$ cat src/rtl/parity_check_stage.sv
// rtl/parity_check_stage.sv - parity check, strip and 2-entry skid buffer for parity FIFO pop side
// Optional macro PARITY_CHECK_DROP_EN: drop words failing parity instead of forwarding them flagged.
module parity_check_stage #(
    parameter int DATA_WIDTH        = 8,
    parameter bit PARITY_MODE       = 1'b0,  // 0: EVEN, 1: ODD
    parameter bit PARITY_BIT_CHOICE = 1'b0,  // 0: MSB,  1: LSB
    parameter int CNT_WIDTH         = 8
) (
    input  logic                  clk,
    input  logic                  reset,
    input  logic                  valid_i,
    input  logic [DATA_WIDTH-1:0] data_i,
    output logic                  grant_o,
    output logic                  valid_o,
    output logic [DATA_WIDTH-2:0] data_o,
    output logic                  parity_err_o,
    input  logic                  grant_i,
    input  logic                  err_clear_i,
    output logic [CNT_WIDTH-1:0]  err_count_o
);

    localparam int PW = DATA_WIDTH - 1;

    logic [1:0]           r_count;
    logic [PW-1:0]        r_data0;
    logic [PW-1:0]        r_data1;
    logic                 r_err0;
    logic                 r_err1;
    logic [CNT_WIDTH-1:0] r_err_cnt;

    logic          w_parity;
    logic          w_bad;
    logic [PW-1:0] w_payload;
    logic          w_push;
    logic          w_pop;
    logic          w_wr;
    logic          w_wr_err;

    assign w_parity  = ^data_i;
    assign w_bad     = PARITY_MODE ? ~w_parity : w_parity;
    assign w_payload = PARITY_BIT_CHOICE ? data_i[DATA_WIDTH-1:1] : data_i[DATA_WIDTH-2:0];

    // grant depends only on the occupancy register, so upstream sees no path from grant_i/valid_i
    assign grant_o = (r_count != 2'd2) && !reset;
    assign valid_o = (r_count != 2'd0) && !reset;

    assign w_push = valid_i && grant_o;
    assign w_pop  = valid_o && grant_i;

`ifdef PARITY_CHECK_DROP_EN
    assign w_wr     = w_push && !w_bad;
    assign w_wr_err = 1'b0;
`else
    assign w_wr     = w_push;
    assign w_wr_err = w_bad;
`endif

    assign data_o       = r_data0;
    assign parity_err_o = r_err0;
    assign err_count_o  = r_err_cnt;

    // Entry 0 is always the head; entry 1 only holds a word while count==2.
    always_ff @(posedge clk) begin
        if (reset) begin
            r_count <= 2'd0;
            r_data0 <= '0;
            r_data1 <= '0;
            r_err0  <= 1'b0;
            r_err1  <= 1'b0;
        end else begin
            case ({w_wr, w_pop})
                2'b10: begin
                    if (r_count == 2'd0) begin
                        r_data0 <= w_payload;
                        r_err0  <= w_wr_err;
                    end else begin
                        r_data1 <= w_payload;
                        r_err1  <= w_wr_err;
                    end
                    r_count <= r_count + 2'd1;
                end
                2'b01: begin
                    // head keeps its value after the last pop so data_o holds while idle
                    if (r_count == 2'd2) begin
                        r_data0 <= r_data1;
                        r_err0  <= r_err1;
                    end
                    r_count <= r_count - 2'd1;
                end
                2'b11: begin
                    if (r_count == 2'd2) begin
                        r_data0 <= r_data1;
                        r_err0  <= r_err1;
                        r_data1 <= w_payload;
                        r_err1  <= w_wr_err;
                    end else begin
                        r_data0 <= w_payload;
                        r_err0  <= w_wr_err;
                    end
                end
                default: ;
            endcase
        end
    end

    // Clear wins over the old value but still counts an erroneous word arriving in the same cycle.
    always_ff @(posedge clk) begin
        if (reset) begin
            r_err_cnt <= '0;
        end else if (err_clear_i) begin
            r_err_cnt <= (w_push && w_bad) ? CNT_WIDTH'(1) : '0;
        end else if (w_push && w_bad && (r_err_cnt != {CNT_WIDTH{1'b1}})) begin
            r_err_cnt <= r_err_cnt + CNT_WIDTH'(1);
        end
    end

endmodule

$ cat config.mk
export PLATFORM = sky130hd
export DESIGN_NAME = parity_check_stage
export DESIGN_NICKNAME = d
export VERILOG_FILES = /design/src/rtl/parity_check_stage.sv
export SDC_FILE = /design/constraint.sdc
export NUM_CORES = 1
export LEC_CHECK = 0
export ABC_AREA = 1
export BUFFER_PORTS_ARGS = -buffer_cell sky130_fd_sc_hd__buf_2
export CORE_ASPECT_RATIO = 1.4
export CORE_MARGIN = 2
export CORE_UTILIZATION = 55
export CTS_BUF_LIST = sky130_fd_sc_hd__clkbuf_4
export CTS_CLUSTER_SIZE = 30
export DETAILED_ROUTE_END_ITERATION = 12
export PLACE_DENSITY = 0.8
export RECOVER_POWER = 50
export SETUP_SLACK_MARGIN = 0.1
export SLEW_MARGIN = 10
export SYNTH_ARGS = -nofsm -noshare
export SYNTH_HDL_FRONTEND = slang
export SYNTH_SLANG_ARGS = --single-unit
export TNS_END_PERCENT = 1
$ cat constraint.sdc
create_clock -name clk -period 6.08 [get_ports clk]
set_input_delay 0 -clock clk [delete_from_list [all_inputs] [get_ports clk]]
set_output_delay 0 -clock clk [all_outputs]
set_load 0.01 [all_outputs]
==> qor_table.md <==
| Stage | Parameter | Value |
|:---|:---|:---|
| yosys | Largest area contributor in the netlist | sky130_fd_sc_hd__dfxtp_1 |
| critical path | Delay-heaviest family, CP | simple AND/OR/NAND/NOR gates |
| timing | Final setup vio count | 0 |
| critical path | Depth of the worst register-to-register path | 10 |
| run status | Outcome | finished with violations |
| yosys | Post-Synthesis Cell Area | 1520 sq um |
| timing | Highest clock frequency the design can meet | 381 MHz |
| yosys | Proportion of register bits with asynchronous set or reset after synthesis | 0% |
| timing | Slew Limit Headroom | 36.6% |
| critical path | Destination of the worst register-to-register timing path | data_o[5] |
| cells and area | Number of filler instances in the final layout | 255 |
| route | Length of routed wiring on met1 | 1480 microns |
| cts | Count of cells resized by post-cts repair | 0 |
| route | Post-route DRC violation count | 0 |
| timing | Layout Skew | 2.31 ps |
| critical path | Buffers plus inverters on the worst setup path | 3 |
| critical path | Depth of the critical timing path with buffers and inverters included | 10 |
| power | Leakage | 0.000823 uW |
| timing | Final number of max-transition violations | 0 |
| cells and area | Number of cells in the finished layout apart from fillers | 301 |
| placement | Port Buf Inserts | 30 |
| yosys | Number of enable flip-flop cells after synthesis | 0 |
| floorplanning | Number of rows created at floorplan | 22 |
| yosys | Cell with the most instances after synthesis | sky130_fd_sc_hd__nand2_1 |
| grt | Global-route wire length before repair | 5760 microns |
| yosys | Synthesized netlist net count | 248 |
| cts | Clock latency on the worst-skew pair | 320 ps |
| route | WL/cell | 11.2 microns |
| cts | H-tree depth reported by CTS | 1 |
| floorplanning | IO Pins | 31 |
| critical path | CP Launch Type | flip-flop |
| yosys | Synthesized area per cell | 6.65 sq um |
| critical path | Data arrival, critical path | 2860 ps |
| yosys | Top cells by area, synth | sky130_fd_sc_hd__dfxtp_1, sky130_fd_sc_hd__nand2_1, sky130_fd_sc_hd__inv_1 |
| grt | Largest net degree at the start of global routing | 17 |
| critical path | Crit end category | flip-flop |
| placement | Placed Cells incl. Taps | 291 |
| critical path | Maximum fanout along the worst path | 15 |
| critical path | Endpoint required time on the critical path | 6310 ps |
| route | Antenna Violating Nets Remaining | 0 |
| yosys | Leading cell types by count after synthesis | sky130_fd_sc_hd__nand2_1, sky130_fd_sc_hd__inv_1, sky130_fd_sc_hd__nor2_1 |
| floorplanning | Die H | 66.3 microns |
| critical path | CP startpoint | r_count[0] |
| critical path | Worst setup slack for register-to-register paths | 3450 ps |
| floorplanning | Placeable core area | 2640 sq um |
| cells and area | Syn-to-layout area delta | 13.3% |
| route | Post-detailed-route via-to-cell ratio | 5.10 |
| cells and area | Fraction of final layout cells sized beyond drive strength 1 | 7.55% |
| timing | RSZ-0062 raised after global routing | no |
| route | Uppermost routed layer | met4 |
| yosys | Fraction of the yosys area taken by sequential cells | 34.2% |
| route | Met3 wire length | 97 microns |
| yosys | Number of instances in the synthesized netlist | 229 |
| grt | Via count of the first global-routing pass | 1,355 |
| critical path | Sequence of cells on the critical path | nor2_1, nor3b_1, inv_1, ha_1, a21oi_1, nand2_1, inv_2, nand2_1, o221ai_1, inv_1 |
| critical path | Slowest-stage cell, CP | sky130_fd_sc_hd__nor3b_1 |
| route | Detailed route wirelength on metal2 | 1760 microns |
| floorplanning | Horizontal extent of the die | 48.5 microns |
| yosys | Number of distinct library cells after synthesis | 27 |
| route | Routed via count | 1,534 |
| cts | Number of buffers created by CTS | 3 |
| grt | Gr ovfl total | 0 |
| timing | Final hold violation count | 1 |
| timing | Min Clock Period, post-route | 2630 ps |
| cts | Setup bufs post-CTS | 0 |
| yosys | Portion of synthesized cell area occupied by the leading cell type | 34.2% |
| route | Number of DRC markers after the initial detailed-route iteration | 41 |
| cts | Maximum buffer depth of the clock tree | 2 |
| cts | Number of clock sinks seen by CTS | 26 |
| cells and area | Nets | 285 |
| hold path | Kind of path behind the tightest hold check | input pin to flip-flop |
| floorplanning | Initial cell density of the core | 57.6% |
| power | Largest vdd supply drop | 119 uV |
| cts | CTS tree | yes |
| floorplanning | Die ar. | 3210 sq um |
| critical path | Startpoint of the lowest-slack register-to-register path | r_count[0] |
| job | Max capacitance violation total | 0 |
| cts | Clock transition at the register clock pins on the worst setup and hold paths after CTS | 140 ps |
| timing | Final worst path period share | 43.2% |
| cells and area | Antenna diode count | 0 |
| yosys | Register bit total from synthesis | 26 |
| grt | Initial antenna violation count | 0 |
| route | Final routed wirelength across all metal layers | 3370 microns |
| timing | Post-Route Setup TNS | 0 ps |
| grt | Combined global-route utilization of all metal layers | 22.6% |
| critical path | Capturing instance or port of the critical path | data_o[5] |
| power | Total power per unit cell area | 205 nW/um^2 |
| placement | Placer congestion estimate | 0.832 |
| critical path | Delay of the slowest critical-path stage | 780 ps |
| cts | Clock tree root driver cell | sky130_fd_sc_hd__clkbuf_4 |
| run status | Violated checks | negative hold slack |
| timing | Worst hold slack | -1.54 ps |
| yosys | Yosys warns | 0 |
| placement | Post-DP HPWL | 2490 microns |
| yosys | Ys flop type | sky130_fd_sc_hd__dfxtp_1 |
| timing | Transition time at the pin with the least slew margin | 949 ps |
| critical path | Worst setup path category | flip-flop to flip-flop |
| route | Number of search-and-repair iterations in the first detailed-routing pass | 5 |
## report_power, final
group	switching, uW	internal, uW
registers	9.15	185
logic	54.9	30.4
clock network	51.4	24.0
## metal layers
| layer | global-route usage [%] | vias to the layer above |
|---|---|---|
| met4 | 6.79 | 0 |
| met2 | 46.4 | 29 |
| met5 | 0 | - |
| met3 | 2.04 | 4 |
| li1 | - | 810 |
| met1 | 24.1 | 691 |
## per-stage QoR
step / power [uW] / area (sq um) / utilization (%) / setup slack, ps / hold WS (ps)
CTS: 360 / 1780 / 67.3 / 3880 / 14.6
global route: 374 / 1730 / 65.3 / 3180 / 13.4
floorplan: 259 / 1520 / - / 4100 / 54.9
finish: 354 / 1730 / 65.3 / 3450 / -1.54
global placement: 282 / 1690 / 64.0 / 3950 / 300
detailed placement: 284 / 1690 / 64.0 / 3890 / 305
## flip-flops by register name (all words and copies together) (netlist names)
register	cells
r_err1	1
parity_err_o	1
r_data1	7
data_o	7
r_count	2
err_count_o	8
## worst min-delay path, delay by kind of cell
family,cells,cell delay [ps]
compound gates,1,120
buf+inv,2,170
## timing repair
| item | CTS | global route |
|---|---|---|
| hold buffers | 6 | 0 |
| endpoints found under the hold margin | 6 | 0 |
| endpoints found under the setup margin | 0 | 0 |
## layout by cell type (no fill, tap or decap)
| master | n |
|---|---|
| sky130_fd_sc_hd__nand2_1 | 59 |
| sky130_fd_sc_hd__inv_1 | 32 |
| sky130_fd_sc_hd__nor2_1 | 29 |
| sky130_fd_sc_hd__dfxtp_1 | 26 |
| sky130_fd_sc_hd__nand3_1 | 18 |
| sky130_fd_sc_hd__a21oi_1 | 17 |
| sky130_fd_sc_hd__clkbuf_1 | 17 |
| sky130_fd_sc_hd__buf_2 | 13 |
| sky130_fd_sc_hd__o21ai_0 | 11 |
| sky130_fd_sc_hd__o221ai_1 | 7 |
| sky130_fd_sc_hd__ha_1 | 6 |
| sky130_fd_sc_hd__dlygate4sd3_1 | 6 |
| sky130_fd_sc_hd__inv_2 | 3 |
| sky130_fd_sc_hd__xnor2_1 | 3 |
| sky130_fd_sc_hd__nand4_1 | 3 |
| sky130_fd_sc_hd__nor3_1 | 3 |
| sky130_fd_sc_hd__clkbuf_4 | 3 |
| sky130_fd_sc_hd__clkinv_1 | 2 |
| sky130_fd_sc_hd__xor2_1 | 2 |
| sky130_fd_sc_hd__nor3b_1 | 1 |
| sky130_fd_sc_hd__o21ai_1 | 1 |
| sky130_fd_sc_hd__a21oi_2 | 1 |
| sky130_fd_sc_hd__a31oi_1 | 1 |
| sky130_fd_sc_hd__a21boi_0 | 1 |
## logic make-up (layout without fill, tap and decap cells)
group / Yosys count / after routing / share of synthesized area [%]
simple gates: 113 / 113 / 32.4
buf+inv: 40 / 76 / 10.6
compound gates: 39 / 39 / 15.0
flops: 26 / 26 / 34.2
fa+ha+maj: 6 / 6 / 4.93
xor+xnor: 5 / 5 / 2.88
## worst min path at each step
stage / cells after the start / from / slack [ps] / end
after CTS: 3 / data_i[3] / 10 / r_data1[3]
final: 3 / data_i[3] / -2 / r_data1[3]
after detailed placement: 3 / data_i[0] / 310 / r_data1[0]
after global placement: 3 / data_i[0] / 300 / r_data1[0]
after global routing: 2 / reset / 10 / r_count[0]
after floorplan: 1 / reset / 50 / valid_o
## area by class of cell
type / count / area (sq um) / area share [%]
multi-input cells: 163 / 810 / 46.9
repair buffers: 36 / 189 / 10.9
clock inverters: 1 / 3.75 / 0.218
inverters: 36 / 135 / 7.83
flip-flops and latches: 26 / 520 / 30.2
clock buffers: 3 / 22.5 / 1.31
well taps: 36 / 45.0 / 2.61
No activity file was read; power rests on OpenSTA's default activity.
